[src/rtl/idg_pkg.sv]
// Shared types, constants and mod-10 arithmetic helpers for the ID generator.
// Build option: IDG_RANGE_CHECK_EN (see id_gen) uses the range limits defined here.
package idg_pkg;

  typedef enum logic {
    COLLECT,
    EMIT
  } state_t;

  localparam int LETTER_MIN         = 10;
  localparam int LETTER_MAX         = 35;
  localparam int DIGIT_MAX          = 9;
  localparam int LETTER_UNIT_WEIGHT = 9;
  localparam int MAC_W              = 16;
  localparam int WGT_W              = 8;

  function automatic logic [3:0] mod10(input logic [MAC_W-1:0] x);
    return 4'(x % MAC_W'(10));
  endfunction

  // Body position k (1..num_digits) carries weight num_digits+1-k.
  function automatic logic [WGT_W-1:0] weight(input int num_digits, input int k);
    return WGT_W'(num_digits + 1 - k);
  endfunction

endpackage

[src/rtl/idg_mod10_mac.sv]
// Combinational mod-10 multiply-accumulate: acc_out = (acc_in + (sym % 10) * wgt) % 10.
module idg_mod10_mac
  import idg_pkg::*;
#(
  parameter int SYM_W = 6
) (
  input  logic [3:0]       acc_in,
  input  logic [SYM_W-1:0] sym,
  input  logic [WGT_W-1:0] wgt,
  output logic [3:0]       acc_out
);

  logic [MAC_W-1:0] sum;

  always_comb begin
    sum     = MAC_W'(acc_in) + MAC_W'(mod10(MAC_W'(sym))) * MAC_W'(wgt);
    acc_out = mod10(sum);
  end

endmodule

[src/rtl/id_gen.sv]
// ID generator: collects a letter code plus NUM_DIGITS body digits, then emits them followed by a mod-10 check digit.
// Build option: define IDG_RANGE_CHECK_EN to add out_err, flagging out-of-range symbols on the last beat.
module id_gen
  import idg_pkg::*;
#(
  parameter int NUM_DIGITS = 8,
  parameter int SYM_W      = 6
) (
  input  logic             clk,
  input  logic             rst_n,
  input  logic             in_valid,
  input  logic [SYM_W-1:0] in_id,
  output logic             in_ready,
  output logic             out_valid,
  output logic [SYM_W-1:0] out_id,
  output logic             out_last,
`ifdef IDG_RANGE_CHECK_EN
  output logic             out_err,
`endif
  input  logic             out_ready
);

  localparam int IDX_W = $clog2(NUM_DIGITS + 2);
  localparam logic [IDX_W-1:0] LAST_IN   = IDX_W'(NUM_DIGITS);
  localparam logic [IDX_W-1:0] LAST_BEAT = IDX_W'(NUM_DIGITS + 1);

  state_t           state_q, state_d;
  logic [IDX_W-1:0] idx_q, idx_d;
  logic [3:0]       acc_q, acc_d;
  logic [SYM_W-1:0] buf_q [0:NUM_DIGITS];
  logic [SYM_W-1:0] buf_d [0:NUM_DIGITS];
  logic             out_valid_q, out_valid_d;
  logic [SYM_W-1:0] out_id_q, out_id_d;
  logic             out_last_q, out_last_d;

  logic             in_fire;
  logic [IDX_W-1:0] next_beat;
  logic [SYM_W-1:0] check_sym;
  logic [3:0]       mac0_acc, mac0_out, mac1_out;
  logic [SYM_W-1:0] mac0_sym, mac1_sym;
  logic [WGT_W-1:0] mac0_wgt, mac1_wgt;

  assign in_ready  = (state_q == COLLECT);
  assign in_fire   = in_valid && in_ready;
  assign out_valid = out_valid_q;
  assign out_id    = out_id_q;
  assign out_last  = out_last_q;

  // The letter needs two MAC terms (tens*1, units*9); body digits use only the first and pass through the second.
  always_comb begin
    if (idx_q == '0) begin
      mac0_acc = '0;
      mac0_sym = in_id / SYM_W'(10);
      mac0_wgt = WGT_W'(1);
      mac1_sym = in_id;
      mac1_wgt = WGT_W'(LETTER_UNIT_WEIGHT);
    end else begin
      mac0_acc = acc_q;
      mac0_sym = in_id;
      mac0_wgt = weight(NUM_DIGITS, int'(idx_q));
      mac1_sym = '0;
      mac1_wgt = '0;
    end
  end

  idg_mod10_mac #(.SYM_W(SYM_W)) u_mac0 (
    .acc_in  (mac0_acc),
    .sym     (mac0_sym),
    .wgt     (mac0_wgt),
    .acc_out (mac0_out)
  );

  idg_mod10_mac #(.SYM_W(SYM_W)) u_mac1 (
    .acc_in  (mac0_out),
    .sym     (mac1_sym),
    .wgt     (mac1_wgt),
    .acc_out (mac1_out)
  );

  assign check_sym = SYM_W'(mod10(MAC_W'(10) - MAC_W'(acc_q)));
  assign next_beat = idx_q + IDX_W'(1);

  always_comb begin
    state_d     = state_q;
    idx_d       = idx_q;
    acc_d       = acc_q;
    buf_d       = buf_q;
    out_valid_d = out_valid_q;
    out_id_d    = out_id_q;
    out_last_d  = out_last_q;
    case (state_q)
      COLLECT: begin
        if (in_fire) begin
          buf_d[idx_q] = in_id;
          acc_d        = mac1_out;
          if (idx_q == LAST_IN) begin
            state_d     = EMIT;
            idx_d       = '0;
            out_valid_d = 1'b1;
            out_id_d    = (idx_q == '0) ? in_id : buf_q[0];
            out_last_d  = 1'b0;
          end else begin
            idx_d = next_beat;
          end
        end
      end
      EMIT: begin
        if (out_valid_q && out_ready) begin
          if (out_last_q) begin
            state_d     = COLLECT;
            idx_d       = '0;
            acc_d       = '0;
            out_valid_d = 1'b0;
            out_id_d    = '0;
            out_last_d  = 1'b0;
          end else begin
            idx_d      = next_beat;
            out_last_d = (next_beat == LAST_BEAT);
            out_id_d   = (next_beat == LAST_BEAT) ? check_sym : buf_q[next_beat];
          end
        end
      end
      default: state_d = COLLECT;
    endcase
  end

  always_ff @(posedge clk) begin
    if (!rst_n) begin
      state_q     <= COLLECT;
      idx_q       <= '0;
      acc_q       <= '0;
      out_valid_q <= 1'b0;
      out_id_q    <= '0;
      out_last_q  <= 1'b0;
      for (int i = 0; i <= NUM_DIGITS; i++) buf_q[i] <= '0;
    end else begin
      state_q     <= state_d;
      idx_q       <= idx_d;
      acc_q       <= acc_d;
      out_valid_q <= out_valid_d;
      out_id_q    <= out_id_d;
      out_last_q  <= out_last_d;
      buf_q       <= buf_d;
    end
  end

`ifdef IDG_RANGE_CHECK_EN
  logic err_q, err_d;
  logic sym_bad;

  // Sticky per packet; cleared when the check-digit beat is accepted.
  always_comb begin
    if (idx_q == '0) sym_bad = (int'(in_id) < LETTER_MIN) || (int'(in_id) > LETTER_MAX);
    else             sym_bad = (int'(in_id) > DIGIT_MAX);
    err_d = err_q;
    if (state_q == COLLECT && in_fire && sym_bad) err_d = 1'b1;
    if (state_q == EMIT && out_valid_q && out_ready && out_last_q) err_d = 1'b0;
  end

  always_ff @(posedge clk) begin
    if (!rst_n) err_q <= 1'b0;
    else        err_q <= err_d;
  end

  assign out_err = err_q && out_last_q;
`endif

endmodule

[config.mk]
export PLATFORM = sky130hd
export DESIGN_NAME = id_gen
export DESIGN_NICKNAME = d
export VERILOG_FILES = /design/src/rtl/idg_pkg.sv /design/src/rtl/idg_mod10_mac.sv /design/src/rtl/id_gen.sv
export SDC_FILE = /design/constraint.sdc
export NUM_CORES = 1
export LEC_CHECK = 0
export BUFFER_PORTS_ARGS = -buffer_cell sky130_fd_sc_hd__buf_2
export CAP_MARGIN = 15
export CORE_ASPECT_RATIO = 0.5
export CORE_UTILIZATION = 32
export DETAILED_ROUTE_END_ITERATION = 12
export MAX_ROUTING_LAYER = met4
export PLACE_DENSITY = 0.43
export SETUP_SLACK_MARGIN = 0.4
export SLEW_MARGIN = 20
export SYNTH_ARGS = -nofsm -noshare
export SYNTH_HDL_FRONTEND = slang
export SYNTH_HIERARCHICAL = 1
export SYNTH_SLANG_ARGS = --single-unit
[constraint.sdc]
create_clock -name clk -period 21.1 [get_ports clk]
set_input_delay 0 -clock clk [delete_from_list [all_inputs] [get_ports clk]]
set_output_delay 0 -clock clk [all_outputs]
set_load 0.005 [all_outputs]
==> results of run 1 <==
## Yosys cell counts, drive strengths merged, types with 4 or more instances
library cell,number
nand2,137
nand3,91
ha,74
dfxtp,71
nor2,71
o21ai,70
a21oi,67
and2,61
a21boi,51
inv,48
buf,33
nor3,31
fa,30
clkbuf,28
xnor2,27
nor2b,22
xor2,22
mux2i,20
o211ai,19
a31oi,15
and3,14
nand2b,14
o31ai,13
a21o,12
mux4,12
or2,11
a211oi,10
a22oi,10
a211o,8
a221oi,8
a2111oi,7
o22ai,7
o31a,7
nor4,6
o21a,6
o21bai,6
o311a,6
or3,6
mux2,4
o311ai,4
## worst paths after layout
path                            slack [ps]  depth (start not counted)        end       from
worst max-delay path                  4930                         55   acc_q[1]   idx_q[1]
worst min-delay path                     8                          4    state_q  out_ready
worst max register to register        4930                         55   acc_q[1]   idx_q[1]
worst min register to register         450                          2  buf_q[32]  buf_q[32]
## sequential cells by signal, summed over array words and instances (netlist names)
signal	cells
buf_q	54
idx_q	4
out_id	6
out_valid	1
state_q	1
acc_q	4
out_last	1
## through the flow
| stage | hold slack, ps | util (%) | cell area, sq um | setup WS (ps) |
|---|---|---|---|---|
| 2_1_floorplan | 166.2 | - | 9799 | 7692 |
| 3_5_place_dp | 371.9 | 34.22 | 10060 | 5157 |
| 3_3_place_gp | 361.0 | 34.22 | 10060 | 5725 |
| 6_report | 8.015 | 35.36 | 10400 | 4933 |
| 4_1_cts | 3.645 | 35.35 | 10390 | 5072 |
| 5_1_grt | 25.78 | 35.36 | 10400 | 3504 |
## routing by layer
| layer | vias up | GRT usage [%] | share of wire (%) |
|---|---|---|---|
| met5 | - | - | 0 |
| met4 | 0 | 3.981 | 1.4 |
| met3 | 27 | 1.825 | 3.1 |
| met2 | 154 | 26.63 | 43 |
| met1 | 4177 | 25.99 | 53 |
| li1 | 4378 | - | - |
## cells by family after synthesis
kind of cell	Yosys count	share of synthesized area [%]
simple gates	481	25.67
buf+inv	112	5.539
mux	36	5.384
fa+ha+maj	106	15.92
compound gates	353	27.27
flops	71	14.63
xor+xnor	51	5.539
other cells	1	0.03861
## worst max-delay path, delay by kind of cell (launching register included)
| family | cells | cell delay, ps |
|---|---|---|
| DFF | 1 | 410 |
| xor gates and xnor gates | 3 | 1940 |
| muxes | 3 | 730 |
| and+or+nand+nor | 13 | 3010 |
| AOI/OAI and AO/OA | 24 | 5570 |
| buffers and inverters | 2 | 770 |
| adders and majority gates | 10 | 3620 |
## final cells by class
class	count	area (sq um)
repair buffers	21	115.1
well taps	391	489.2
inverters	51	191.4
multi-input cells	1051	7845
flip-flops and latches	71	1421
clock inverters	5	80.08
fillers	3139	19000
clock buffers	11	252.7
## cell usage in the layout, fill, tap and decap left out, drive strengths merged, types with 7 or more instances in the layout
cell type	n
a2111oi	7
a211o	8
a211oi	10
a21boi	51
a21o	12
a21oi	67
a221oi	8
a22oi	10
a31oi	15
and2	61
and3	14
buf	21
clkbuf	11
conb	24
dfxtp	71
fa	30
ha	74
inv	48
mux2i	20
mux4	12
nand2	137
nand2b	14
nand3	91
nor2	71
nor2b	22
nor3	31
o211ai	19
o21ai	70
o22ai	7
o31a	7
o31ai	13
or2	11
xnor2	27
xor2	22
==> results.yml, run 1 <==
run_status:
  status: "finished, final reports clean"
synth:
  synth_edf_count: 0
  ys_warn_count: 6
  ys_types: 103
  synthFlopType: "dfxtp_1"
  ys_top_cells_by_area: "dfxtp_1, ha_1, fa_1"
  netlist.area_leader.share_pct: 14.63
  yosysTopAreaCell: "dfxtp_1"
  syn_inst: 1211
  syn_avg_cell_area_sq_um: 8.021
  ys_seq_area_share_pct: 14.63
  synth.cell_area_sq_mm: 0.009713
  synthArstFlopShare_pct: 0
  ys_ff_latch: 71
sta:
  relSlewSlack_pct: 32.95
  setup_tns_ps: 0
  finalSetupViolations: 0
  worst_pin_slew_ps: 1004
  rsz0062_at_grt: "false"
  finalHoldViolations: 0
  period_share_pct: 76.62
  slew_viol_final: 0
  period_needed_ps: 16170
  max_freq_mhz: 61.85
  clock-skew-final_ps: 6.985
clocking:
  clock_latency_ps: 350
  htreeDepth: 3
  ctsRootBufferMaster: "clkbuf_16"
  cts_tree: "done"
  clockBufferDepth: 2
  postCtsHoldBufs: 0
  cts_inserted_buffers: 9
  cts_resized: 0
  clk_pin_slew_worst_paths_ps: 60
  clkSinkCount: 71
  post_cts_buffers: 0
final_layout:
  num_antenna_cells: 0
  syn2layout_area_growth_pct: 7.021
  nets: 1319
  drive_gt1_share_pct: 10.83
  fin_cells: 1601
drt:
  drt_iter0_drc: 547
  wl_microns: 26710
  dr.pass1.iters: 7
  wire_per_inst_microns: 16.68
  num_vias: 8736
  antenna_left: 0
  drt_drc_violations_left: 0
  avgViaCountPerCell: 5.457
run:
  maxCapViolations: 0
floorplan:
  die_y_microns: 125.2
  die-area_sq_mm: 0.03110
  fp.dieW_microns: 248.4
  fp-row-count: 44
  num_io_pins: 19
  core_sq_mm: 0.02940
  initial_utilization_pct: 33.04
critical_path:
  worst_path_most_repeated_cell: "ha_1"
  critical_path.max_fanout: 24
  crit_path_start_kind: "register"
  cp_slowest_cell: "xor2_1"
  worstSetupEndpointType: "register"
  critPathMaxStageDelay_ps: 760
  setup.worst_path.class: "reg -> reg"
  arrival_ps: 16400
  cp.required_ps: 21330
global_route:
  grt_usage_pct: 17.96
  grt_overflow_total: 0
  antenna_found_initial: 0
  grt_pass1_vias: 8391
  grt_pass1_wl_microns: 44190
  grt_max_degree: 72
place:
  dp_hpwl_microns: 20280
  gp_congestion: 0.8863
  port_buffers: 18
  place_inst: 1585
min_path:
  min_path_type: "in -> reg"
Power of run 1 is not shown: default switching activity piles up to over one toggle a cycle in this logic, so the estimate is an artifact.
==> inputs of run 2 (changes only) <==
Clock period 21.1 ns to 16 ns, I/O delays scaled along.
==> run 2 against run 1 <==
Global-route usage down 0.37 points. Via count down 0.37%. Non-clock buffer count rose by 7. Maximum frequency increased by 12%. Clock skew is 0.78 ps lower. Highest routed layer unchanged. Cell area up 0.83%. Hold slack got worse by 2.9 ps.
==> results.yml, run 2 (synthesis gave the netlist of run 1 again) <==
sta:
  max_freq_mhz: 69.51
  setup_tns_ps: 0
  period_share_pct: 89.91
  finalSetupViolations: 0
  slew_viol_final: 0
  finalHoldViolations: 0
  worst_pin_slew_ps: 970.2
  clock-skew-final_ps: 6.205
  rsz0062_at_grt: "false"
  relSlewSlack_pct: 35.32
  period_needed_ps: 14390
global_route:
  grt_usage_pct: 17.59
  grt_pass1_wl_microns: 43930
  grt_pass1_vias: 8480
  antenna_found_initial: 0
  grt_overflow_total: 0
  grt_max_degree: 72
floorplan:
  fp-row-count: 44
  initial_utilization_pct: 33.04
  num_io_pins: 19
  die_y_microns: 125.2
  die-area_sq_mm: 0.03110
  core_sq_mm: 0.02940
  fp.dieW_microns: 248.4
drt:
  avgViaCountPerCell: 5.413
  wire_per_inst_microns: 16.24
  drt_iter0_drc: 487
  wl_microns: 26110
  antenna_left: 0
  drt_drc_violations_left: 0
  num_vias: 8704
  dr.pass1.iters: 5
place:
  dp_hpwl_microns: 19800
  gp_congestion: 0.8643
  port_buffers: 18
critical_path:
  cp-endpoint: "acc_q[1]"
  r2r_setup_slack_ps: 1610
  r2r-start: "idx_q[1]"
  arrival_ps: 14620
  setup.worst_path.class: "reg -> reg"
  critical_path.max_fanout: 13
  ff2ff_path_depth: 57
  critPathMaxStageDelay_ps: 570
  crit_path_start_kind: "register"
  cp-startpoint: "idx_q[1]"
  cp.required_ps: 16230
  cp_slowest_cell: "fa_1"
  worstSetupEndpointType: "register"
  worst_r2r_endpoint: "acc_q[1]"
final_layout:
  regArea_sq_mm: 0.001423
  num-fill-cells: 3164
  final_common_cell: "nand2_1"
  multi_input_comb_area_sq_mm: 0.007936
  top_register: "buf_q"
  largest_register_ffs: 54
  layout_common_cells: "nand2_1, nand3_1, ha_1"
  drive_gt1_share_pct: 12.08
  nets: 1326
  num_antenna_cells: 0
  syn2layout_area_growth_pct: 7.909
run_status:
  status: "finished, final reports clean"
clocking:
  clockBufferDepth: 2
  clkSinkCount: 71
  clk_pin_slew_worst_paths_ps: 60
  cts_inserted_buffers: 9
  ctsRootBufferMaster: "clkbuf_16"
  htreeDepth: 3
  cts_tree: "done"
  clock_latency_ps: 340
run:
  maxCapViolations: 0
min_path:
  min_path_type: "in -> reg"
[run 2: cell types whose count changed in the layout (fill, tap and decap cells not counted), sizes merged]
| cell | delta |
|---|---|
| buf | +7 |
| bufinv | -2 |
| clkbuf | -1 |
| clkinv | +1 |
| clkinvlp | +1 |
| inv | +1 |
[run 2: routing by layer]
layer | track usage (%) | up-vias | wire [microns]
met4 | 2.869 | 0 | 265
met3 | 1.889 | 21 | 658
met2 | 27.81 | 114 | 11870
met5 | - | - | 0
li1 | - | 4401 | -
met1 | 24.41 | 4168 | 13320
[run 2: stage by stage]
step | utilization, % | setup WS [ps] | hold WS (ps) | instance area [sq um] | std cells
detailed placement | 34.35 | 985.2 | 366.7 | 10100 | 1590
finish | 35.65 | 1614 | 5.149 | 10480 | 1608
global route | 35.65 | 498.8 | 48.51 | 10480 | 1608
floorplan | - | 2592 | 166.2 | 9799 | 1234
CTS | 35.28 | 936.2 | 0.5395 | 10370 | 1606
global placement | 34.35 | 1430 | 347.8 | 10100 | 1590
[run 2: worst min path at each step]
stage | depth (start not counted) | slack, ps | from | end
2_1_floorplan | 2 | 170 | in_id[1] | buf_q[1]
3_3_place_gp | 4 | 350 | out_ready | state_q
3_5_place_dp | 4 | 370 | out_ready | state_q
4_1_cts | 4 | 0.5 | out_ready | state_q
5_1_grt | 4 | 50 | out_ready | state_q
6_report | 4 | 5 | out_ready | state_q
[run 2: cell type report]
| class | count | area share, % |
|---|---|---|
| clock inverter | 6 | 0.4297 |
| sequential | 71 | 13.57 |
| multi-input combinational | 1051 | 75.72 |
| inverter | 51 | 1.826 |
| timing repair buffer | 28 | 1.600 |
| clock buffer | 10 | 2.185 |
| tap | 391 | 4.668 |
[run 2: worst max-delay path, delay by kind of cell (launching register included)]
kind	cells	cell delay, ps
XOR/XNOR	3	840
AO/OA/AOI/OAI	26	5980
adder cells (fa/ha/maj)	10	3550
AND/OR/NAND/NOR	13	2700
buffers and inverters	4	700
flip-flops	1	400
multiplexers	1	60
[run 2: repair_timing]
action,4_1_cts,5_1_grt
setup endpoints to repair,0,3
hold endpoints to repair,0,0
resized for setup,0,15
hold buffers,0,0
setup buffers,0,2
Power of run 2 is left out for the same reason.
